`src/rtl/rr_enc_arbiter_4_pkg.sv`:
```
// ============================================================================
// arb_pkg : shared constants, state type and helpers for rr_enc_arbiter_4
// Rev 1.0
// ============================================================================
`default_nettype none

package arb_pkg;

   localparam int NREQ  = 4;
   localparam int IDX_W = 2;

   localparam logic [0:0] ST_IDLE  = 1'b0;
   localparam logic [0:0] ST_GRANT = 1'b1;

   typedef enum logic [0:0] {
      IDLE  = ST_IDLE,
      GRANT = ST_GRANT
   } arb_state_t;

   function automatic logic [NREQ-1:0] onehot4(input logic [IDX_W-1:0] idx);
      return NREQ'(1) << idx;
   endfunction

endpackage

`default_nettype wire

```
`src/rtl/rr_enc_arbiter_4_if.sv`:
```
// ============================================================================
// rr_enc_arbiter_4_if : request/grant bundle between agents and the arbiter
// Rev 1.0
// ============================================================================
`default_nettype none

interface rr_enc_arbiter_4_if;
   import arb_pkg::*;

   logic [NREQ-1:0]  req;
   logic [NREQ-1:0]  gnt;
   logic [IDX_W-1:0] gnt_idx;
   logic             gnt_valid;
   logic             timeout;

   modport master (
      output req,
      input  gnt,
      input  gnt_idx,
      input  gnt_valid,
      input  timeout
   );

   modport slave (
      input  req,
      output gnt,
      output gnt_idx,
      output gnt_valid,
      output timeout
   );

endinterface

`default_nettype wire

```
`src/rtl/rr_enc_arbiter_4_pick.sv`:
```
// ============================================================================
// rr_pick_4 : combinational round-robin picker, first set bit from ptr upward
// Rev 1.0
// ============================================================================
`default_nettype none

module rr_pick_4
   import arb_pkg::*;
(
   input  logic [NREQ-1:0]  req,
   input  logic [IDX_W-1:0] ptr,
   output logic             any,
   output logic [IDX_W-1:0] pick
);

   logic [NREQ-1:0]  rot;
   logic [IDX_W-1:0] off;

   // Rotate so the pointer position lands on bit 0.
   always_comb begin
      rot = req;
      case (ptr)
         2'd0:    rot = req;
         2'd1:    rot = {req[0],   req[3:1]};
         2'd2:    rot = {req[1:0], req[3:2]};
         2'd3:    rot = {req[2:0], req[3]};
         default: rot = req;
      endcase
   end

   always_comb begin
      off = '0;
      for (int k = NREQ - 1; k >= 0; k--) begin
         if (rot[k]) off = k[IDX_W-1:0];
      end
   end

   assign any  = |req;
   assign pick = ptr + off;

endmodule

`default_nettype wire

```
`src/rtl/rr_enc_arbiter_4.sv`:
```
// ============================================================================
// rr_enc_arbiter_4 : 4-way round-robin arbiter, registered one-hot + encoded
//                    grant, with a hold-time watchdog
// Rev 1.0
// ============================================================================
`default_nettype none

module rr_enc_arbiter_4
   import arb_pkg::*;
#(
   parameter int MAX_HOLD = 16,
   parameter int CNT_W    = $clog2(MAX_HOLD)
)(
   input  logic                 clk,
   input  logic                 rst,
   rr_enc_arbiter_4_if.slave    bus
);

   localparam logic [CNT_W-1:0] HOLD_LAST = CNT_W'(MAX_HOLD - 1);

   arb_state_t       state_q,   state_d;
   logic [IDX_W-1:0] ptr_q,     ptr_d;
   logic [CNT_W-1:0] hold_cnt_q, hold_cnt_d;
   logic [NREQ-1:0]  gnt_q,     gnt_d;
   logic [IDX_W-1:0] idx_q,     idx_d;
   logic             valid_q,   valid_d;
   logic             timeout_q, timeout_d;

   logic             pick_any;
   logic [IDX_W-1:0] pick_idx;

   rr_pick_4 u_pick (
      .req  (bus.req),
      .ptr  (ptr_q),
      .any  (pick_any),
      .pick (pick_idx)
   );

   always_comb begin
      state_d    = state_q;
      ptr_d      = ptr_q;
      hold_cnt_d = hold_cnt_q;
      gnt_d      = gnt_q;
      idx_d      = idx_q;
      valid_d    = valid_q;
      timeout_d  = 1'b0;

      case (state_q)
         IDLE: begin
            gnt_d   = '0;
            idx_d   = '0;
            valid_d = 1'b0;
            if (pick_any) begin
               gnt_d      = onehot4(pick_idx);
               idx_d      = pick_idx;
               valid_d    = 1'b1;
               hold_cnt_d = '0;
               state_d    = GRANT;
            end
         end

         GRANT: begin
            // Release wins over the watchdog when both land on the same cycle.
            if (!bus.req[idx_q] || (hold_cnt_q == HOLD_LAST)) begin
               timeout_d  = bus.req[idx_q];
               gnt_d      = '0;
               idx_d      = '0;
               valid_d    = 1'b0;
               hold_cnt_d = '0;
               ptr_d      = idx_q + IDX_W'(1);
               state_d    = IDLE;
            end else begin
               hold_cnt_d = hold_cnt_q + CNT_W'(1);
            end
         end

         default: begin
            state_d = IDLE;
            gnt_d   = '0;
            idx_d   = '0;
            valid_d = 1'b0;
         end
      endcase
   end

   always_ff @(posedge clk) begin
      if (rst) begin
         state_q    <= IDLE;
         ptr_q      <= '0;
         hold_cnt_q <= '0;
         gnt_q      <= '0;
         idx_q      <= '0;
         valid_q    <= 1'b0;
         timeout_q  <= 1'b0;
      end else begin
         state_q    <= state_d;
         ptr_q      <= ptr_d;
         hold_cnt_q <= hold_cnt_d;
         gnt_q      <= gnt_d;
         idx_q      <= idx_d;
         valid_q    <= valid_d;
         timeout_q  <= timeout_d;
      end
   end

   assign bus.gnt       = gnt_q;
   assign bus.gnt_idx   = idx_q;
   assign bus.gnt_valid = valid_q;
   assign bus.timeout   = timeout_q;

endmodule

`default_nettype wire

```
`src/flat_wrapper.sv`:
```
// flat-port wrapper written by rule: the top's interface ports become plain ports
module rr_enc_arbiter_4_flat import arb_pkg::*;
#(
   parameter int MAX_HOLD = 16,
   parameter int CNT_W    = $clog2(MAX_HOLD)
)
  (clk, rst, bus_req, bus_gnt, bus_gnt_idx, bus_gnt_valid, bus_timeout);
  rr_enc_arbiter_4_if bus_i ();
  input  logic clk;
  input  logic rst;
  input wire logic [$bits(bus_i.req)-1:0] bus_req;
  output wire logic [$bits(bus_i.gnt)-1:0] bus_gnt;
  output wire logic [$bits(bus_i.gnt_idx)-1:0] bus_gnt_idx;
  output wire logic [$bits(bus_i.gnt_valid)-1:0] bus_gnt_valid;
  output wire logic [$bits(bus_i.timeout)-1:0] bus_timeout;
  assign bus_i.req = bus_req;
  assign bus_gnt = bus_i.gnt;
  assign bus_gnt_idx = bus_i.gnt_idx;
  assign bus_gnt_valid = bus_i.gnt_valid;
  assign bus_timeout = bus_i.timeout;
  rr_enc_arbiter_4 #(.MAX_HOLD(MAX_HOLD), .CNT_W(CNT_W)) u_core (.clk(clk), .rst(rst), .bus(bus_i));
endmodule
```
`config.mk`:
```
export PLATFORM = sky130hd
export DESIGN_NAME = rr_enc_arbiter_4_flat
export DESIGN_NICKNAME = d
export VERILOG_FILES = /design/src/rtl/rr_enc_arbiter_4_pkg.sv /design/src/rtl/rr_enc_arbiter_4_if.sv /design/src/rtl/rr_enc_arbiter_4_pick.sv /design/src/rtl/rr_enc_arbiter_4.sv /design/src/flat_wrapper.sv
export SDC_FILE = /design/constraint.sdc
export NUM_CORES = 1
export LEC_CHECK = 0
export ABC_AREA = 0
export CAP_MARGIN = 20
export CORE_MARGIN = 2
export CORE_UTILIZATION = 30
export DETAILED_ROUTE_END_ITERATION = 12
export PLACE_DENSITY_LB_ADDON = 0.12
export SYNTH_ARGS = -nofsm -noshare
export SYNTH_HDL_FRONTEND = slang
export SYNTH_SLANG_ARGS = --single-unit
```
`constraint.sdc`:
```
create_clock -name clk -period 2 [get_ports clk]
set_input_delay 0.4 -clock clk [delete_from_list [all_inputs] [get_ports clk]]
set_output_delay 0.4 -clock clk [all_outputs]
set_load 0.005 [all_outputs]
```
=== Word level (Yosys, flattened, before mapping) ===
Cells that the tools add are included.

* Register bits after elaboration: 15
* Bits of input ports: 6
* Output and inout bits: 8
* Word-level logic and storage cells: 47

* Add/sub/neg operators: 3
* Order comparisons: 1
* Eq/ne operators: 6
* Shift operators: 1
* Muxes and demuxes: 21
* Bitwise gates (word level): 2
* Reduce and logical (&&, ||, !) cells: 6

{| class="wikitable"
|+ Operator list
! cell !! count
|-
| $mux W4 || 4
|-
| $pmux W4 S2 || 2
|-
| $pmux W4 S4 || 1
|-
| $mux W2 || 6
|-
| $add A4 B1 Y4 const B || 1
|-
| $eq A2 B2 Y1 const B || 2
|-
| $eq A4 B4 Y1 const B || 1
|-
| $mux W1 || 4
|-
| $pmux W1 S2 || 2
|-
| $pmux W2 S2 || 1
|-
| $reduce_or A4 Y1 || 1
|-
| $shl A1 B2 Y4 const A || 1
|-
| $lt A2 B3 Y1 const B || 1
|-
| $reduce_or A3 Y1 || 1
|-
| $add A2 B1 Y2 const B || 1
|-
| $add A2 B2 Y2 || 1
|-
| $bmux W1 S2 || 1
|-
| $eq A2 B1 Y1 const B || 1
|-
| $logic_not A2 Y1 || 1
|-
| $ne A2 B1 Y1 const B || 1
|-
| $ne A2 B2 Y1 const B || 1
|-
| $not A1 Y1 || 2
|-
| $reduce_and A2 Y1 || 1
|-
| $logic_not A1 Y1 || 1
|-
| $logic_or A1 B1 Y1 || 1
|}

=== Depth between registers and ports, before layout ===
* Word-level depth: 10
* Gate-level depth with buffers: 9
* Mapped depth without buffers: 9

=== Cells and area by module ===
From an unflattened synthesis, not the netlist that was laid out.

* Cell total of the unflattened synthesis: 86
* Area, all modules: 810.8 um^2

{| class="wikitable"
|+ Modules (own cells, without submodules)
! module !! instances !! cells an instance !! area an instance (um^2) !! sequential area each (um^2)
|-
| rr_enc_arbiter_4 || 1 || 62 || 655.6 || 300.3
|-
| rr_pick_4 || 1 || 24 || 155.1 || 0.0
|}

=== Worst setup path before layout ===
No wires, ideal clock.

* Kind: input-to-reg
* From: in bus_req[2]
* To: reg u_core.gnt_q[1], in the netlist u_core.bus.gnt[1]
* Setup time: 117 ps
* Arrival time: 1618 ps
* Data required time: 1883 ps
* Slack: 264 ps
* Stages: 9
* Buffers on the path: 1
* Path through: buf_6 > nor2_1 > nor3_1 > a21oi_1 > nand2_1 > ha_1 > xnor2_1 > xnor2_1 > a32o_1

* Word-level cells in the longest chain between the ends: 9

{| class="wikitable"
|+ RTL lines
! what !! line !! text
|-
| start, declared || flat_wrapper.sv:11 || <nowiki>input wire logic [$bits(bus_i.req)-1:0] bus_req;</nowiki>
|-
| $pmux W4 S4 || rr_enc_arbiter_4_pick.sv:22 || <nowiki>case (ptr)</nowiki>
|-
| $mux W2 (4 in series) || rr_enc_arbiter_4_pick.sv:34 || <nowiki>if (rot[k]) off = k[IDX_W-1:0];</nowiki>
|-
| $add A2 B2 Y2 || rr_enc_arbiter_4_pick.sv:39 || <nowiki>assign pick = ptr + off;</nowiki>
|-
| $shl A1 B2 Y4 || rr_enc_arbiter_4_pkg.sv:21 || <nowiki>return NREQ'(1) << idx;</nowiki>
|-
| $mux W4 || rr_enc_arbiter_4.sv:53 || <nowiki>if (pick_any) begin</nowiki>
|-
| $pmux W4 S2 || rr_enc_arbiter_4.sv:48 || <nowiki>case (state_q)</nowiki>
|-
| end signal, assigned || rr_enc_arbiter_4.sv:99 || <nowiki>gnt_q <= gnt_d;</nowiki>
|-
| end, declared || rr_enc_arbiter_4.sv:24 || <nowiki>logic [NREQ-1:0] gnt_q, gnt_d;</nowiki>
|}

Several ways; a longest one is shown, not always the timed one. The select of a mux whose other input is x is not followed.
A chain may end at the register's enable or synchronous reset.

=== Worst setup path in the final report ===
* From: reg u_core.ptr_q[0]
* To: reg u_core.gnt_q[1], in the netlist u_core.bus.gnt[1]

* Word-level cells in the longest chain between the ends: 10

{| class="wikitable"
|+ RTL lines
! what !! line !! text
|-
| start, declared || rr_enc_arbiter_4.sv:22 || <nowiki>logic [IDX_W-1:0] ptr_q, ptr_d;</nowiki>
|-
| start signal, assigned || rr_enc_arbiter_4.sv:97 || <nowiki>ptr_q <= ptr_d;</nowiki>
|-
| $eq A2 B2 Y1 (tied with other cells) || rr_enc_arbiter_4_pick.sv:22 ||
|-
| $pmux W4 S4 || rr_enc_arbiter_4_pick.sv:22 ||
|-
| $mux W2 (4 in series) || rr_enc_arbiter_4_pick.sv:34 ||
|-
| $add A2 B2 Y2 * || rr_enc_arbiter_4_pick.sv:39 ||
|-
| $shl A1 B2 Y4 * || rr_enc_arbiter_4_pkg.sv:21 ||
|-
| $mux W4 * || rr_enc_arbiter_4.sv:53 ||
|-
| $pmux W4 S2 * || rr_enc_arbiter_4.sv:48 ||
|}

Every way passes the cells marked *; elsewhere a longest branch is shown, timed or not.

==> results.md <==
* Worst EP required at 2.18 ns
* Cell type with the largest total area after synthesis: dfxtp_1
* Gpl congestion at 0.7155
* Clk buf depth at 2
* Initial Util at 31.35%
* Post-synthesis register bit count at 15
* Most frequent cells in the layout: 15 x dfxtp_1, 14 x buf_4, 12 x nand2_1
* Period Utilization, post-route at 93.89%
* Reg power frac at 47.7%
* Total gr overflow at 0
* Syn_nets at 95
* Post-route DRC at 0
* Global-route usage over all layers at a little over an eighth
* Mapped Cells at just under 90
* Global-route wire length before repair at 2753 um
* Detail Route Antenna Nets at 0
* Dpl ws at -0.3419 ns
* Largest net degree at the start of global routing at 13
* Crit path max fanout at 12
* Number of global-route vias before repair at about 660
* Number of I/O pins at 14
* Top post-synthesis cells by area: dfxtp_1 39%, nor2_1 6.3%, nand2_1 5.9%
* Core area at 2455 sq um
* RSZ-0062 raised after global routing: false
* Pre-antenna DRT Iters at 4
* Chip Width at 54.65 um
* Worst EP arrival at just over 2 ns
* Vias/cell at 4.861
* Worst Skew at 0.004479 ns
* Number of flops mapped to enable cells by yosys at 0
* CTS H-tree depth at 1
* Pwr Density at ~720 nW/um^2
* Critical path origin: u_core.ptr_q[0]
* Sw Ratio at 29.61%
* Worst-margin pin slew at 0.3980 ns
* Clk slew on worst S/H paths at ~0.09 ns
* Reg2reg end: u_core.bus.gnt[1]
* Initial antenna violation count at 0
* Hpwl dp at 1208 um
* Peak Freq at 0.5326 GHz
* Clk Latency, worst-skew pair at 0.28 ns
* Clk root buf: clkbuf_4
* Final worst setup slack at 0.1223 ns
* FP Rows at 18
* Commonest non-fill, non-tap cell in the layout: dfxtp_1
* Worst Setup EP: u_core.bus.gnt[1]
* Worst Setup Start Kind: flip-flop
* CTS Sinks at 15
* Routed length per instance at 11.27 um
* Synth top area share at 39.02%
* Sw Pwr at 225.9 uW
* Setup CP Type: reg -> reg
* Nets at 123
* Register-to-register setup slack at 0.12 ns
* Ys async rst share at 0%
* Setup violators final at 0
* Hold Crit Class: reg -> reg
* Post-synthesis sequential area ratio at between 30% and 40%
* Area of the mapped netlist at approximately 770 sq um
* P_int at about 540 uW
* Iteration-0 DRC Markers at 22
* Ys flop type: dfxtp_1
* Area grow syn2layout at 36.91%
* Rel. slew slack at 73.35%
* Util after Layout at 42.92%
* Maxcap violations at 0
* Worst VDD drop at between 0.4 and 0.5 mV
* Syn avg cell area at 8.845 sq um
* Leakage power at 0.0004410 uW
* Final hold vios at 0
* Register-to-Register Path Depth at 7
* Post-CTS Setup Bufs at 0
* CP endpoint kind: flip-flop
* Hold buffer count at CTS at 0
* RR Startpoint: u_core.ptr_q[0]
* Port Buffers at 13
* Routed WL at between 1500 and 2000 um
* Cell variety after synth at 29
* Ant diodes at 0
* Tmin final at 1.878 ns
* CTS tree: built
* Power share of the combinational group at a little under 30%
* Die height at 54.65 um
* Synth Warn # at 0
* Layout cells sized above 1 at between 20% and 30%
* Clock power share at 22.5%
* Status: finished, final reports clean
* Die area at between 2000 and 3000 sq um
* Max-slew violations at 0
* Routed vias at 700
* CTS buffer count at 3
## stage by stage
step	setup TNS, ns	cells	hold WS, ns	instance area [sq um]	power [uW]
after floorplan	0	87	0.4388	769.5	487.8
after global placement	-3.244	140	0.4343	1003	588.8
after detailed placement	-3.074	140	0.4418	1003	587.1
after CTS	0	144	0.4600	1046	773.6
after global routing	0	144	0.4761	1054	815.5
final	0	144	0.4551	1054	762.9
## layer usage
layer  global-route usage, %  vias to the layer above  share of wire, %
li1                        -                      363                 -
met1                   17.64                      315                51
met2                   18.25                       18                43
met3                   3.279                        4               4.3
met4                   10.00                        0               1.5
met5                       0                        -                 0
## layout make-up
cell class / instances / area, sq um
Clock buffer: 3 / 22.52
Inverter: 1 / 3.754
Fill cell: 277 / 1401
Tap cell: 30 / 37.54
Clock inverter: 1 / 5.005
Timing Repair Buffer: 27 / 237.7
Sequential cell: 15 / 300.3
Multi-Input combinational cell: 67 / 446.7
## worst max-delay path: stages (launching register included)
cell      delay [ns]
dfxtp_1         0.56
o311ai_0        0.20
o21ai_1         0.12
nand2_1         0.07
ha_1            0.22
xnor2_2         0.15
xnor2_2         0.18
a32o_1          0.27
## timing repair
action / in CTS / in global routing
pin swaps: 1 / 0
gates resized for setup: 6 / 3
setup endpoints to repair: 5 / 7
## power groups by stage
stage / Sequential, uW / Clock (uW) / Combinational [uW]
after floorplan: 364 / 0 / 124
after global placement: 370 / 0 / 218
after detailed placement: 370 / 0 / 217
after CTS: 364 / 181 / 229
after global routing: 369 / 194 / 252
final: 364 / 171 / 227
## sequential cells by signal, indices dropped and copies added (netlist names)
name and flops:
u_core.hold_cnt_q 4, u_core.bus.timeout 1, u_core.state_q 1, u_core.bus.gnt_valid 1
u_core.bus.gnt_idx 2, u_core.ptr_q 2, u_core.bus.gnt 4
## cells by family after synthesis
| group | after synthesis | synth area share (%) |
|---|---|---|
| AND/OR/NAND/NOR | 40 | 24.88 |
| AO/OA/AOI/OAI | 19 | 18.37 |
| adder cells (fa/ha/maj) | 2 | 3.252 |
| XOR/XNOR | 4 | 4.552 |
| multiplexers | 2 | 4.390 |
| buffers and inverters | 5 | 5.527 |
| flip-flops | 15 | 39.02 |
## cells in the mapped netlist, types with 2 or more instances
library cell / number
ha_1: 2
a211oi_1: 2
nor3_1: 3
dfxtp_1: 15
o32ai_1: 2
nor2_1: 13
o21ai_0: 5
xnor2_1: 4
nand2_1: 12
nand2b_1: 4
nand3_1: 3
a22o_1: 3
buf_6: 3
## worst min path at each step
stage                    startpoint  cells past startpoint                   end  slack, ns
2_1_floorplan  u_core.bus.gnt_valid                      2  u_core.bus.gnt_valid       0.44
3_3_place_gp   u_core.bus.gnt_valid                      2  u_core.bus.gnt_valid       0.43
3_5_place_dp   u_core.bus.gnt_valid                      2  u_core.bus.gnt_valid       0.44
4_1_cts        u_core.bus.gnt_valid                      2  u_core.bus.gnt_valid       0.46
5_1_grt        u_core.bus.gnt_valid                      2  u_core.bus.gnt_valid       0.48
6_report       u_core.bus.gnt_valid                      2  u_core.bus.gnt_valid       0.46
No activity file was read; power rests on OpenSTA's default activity.
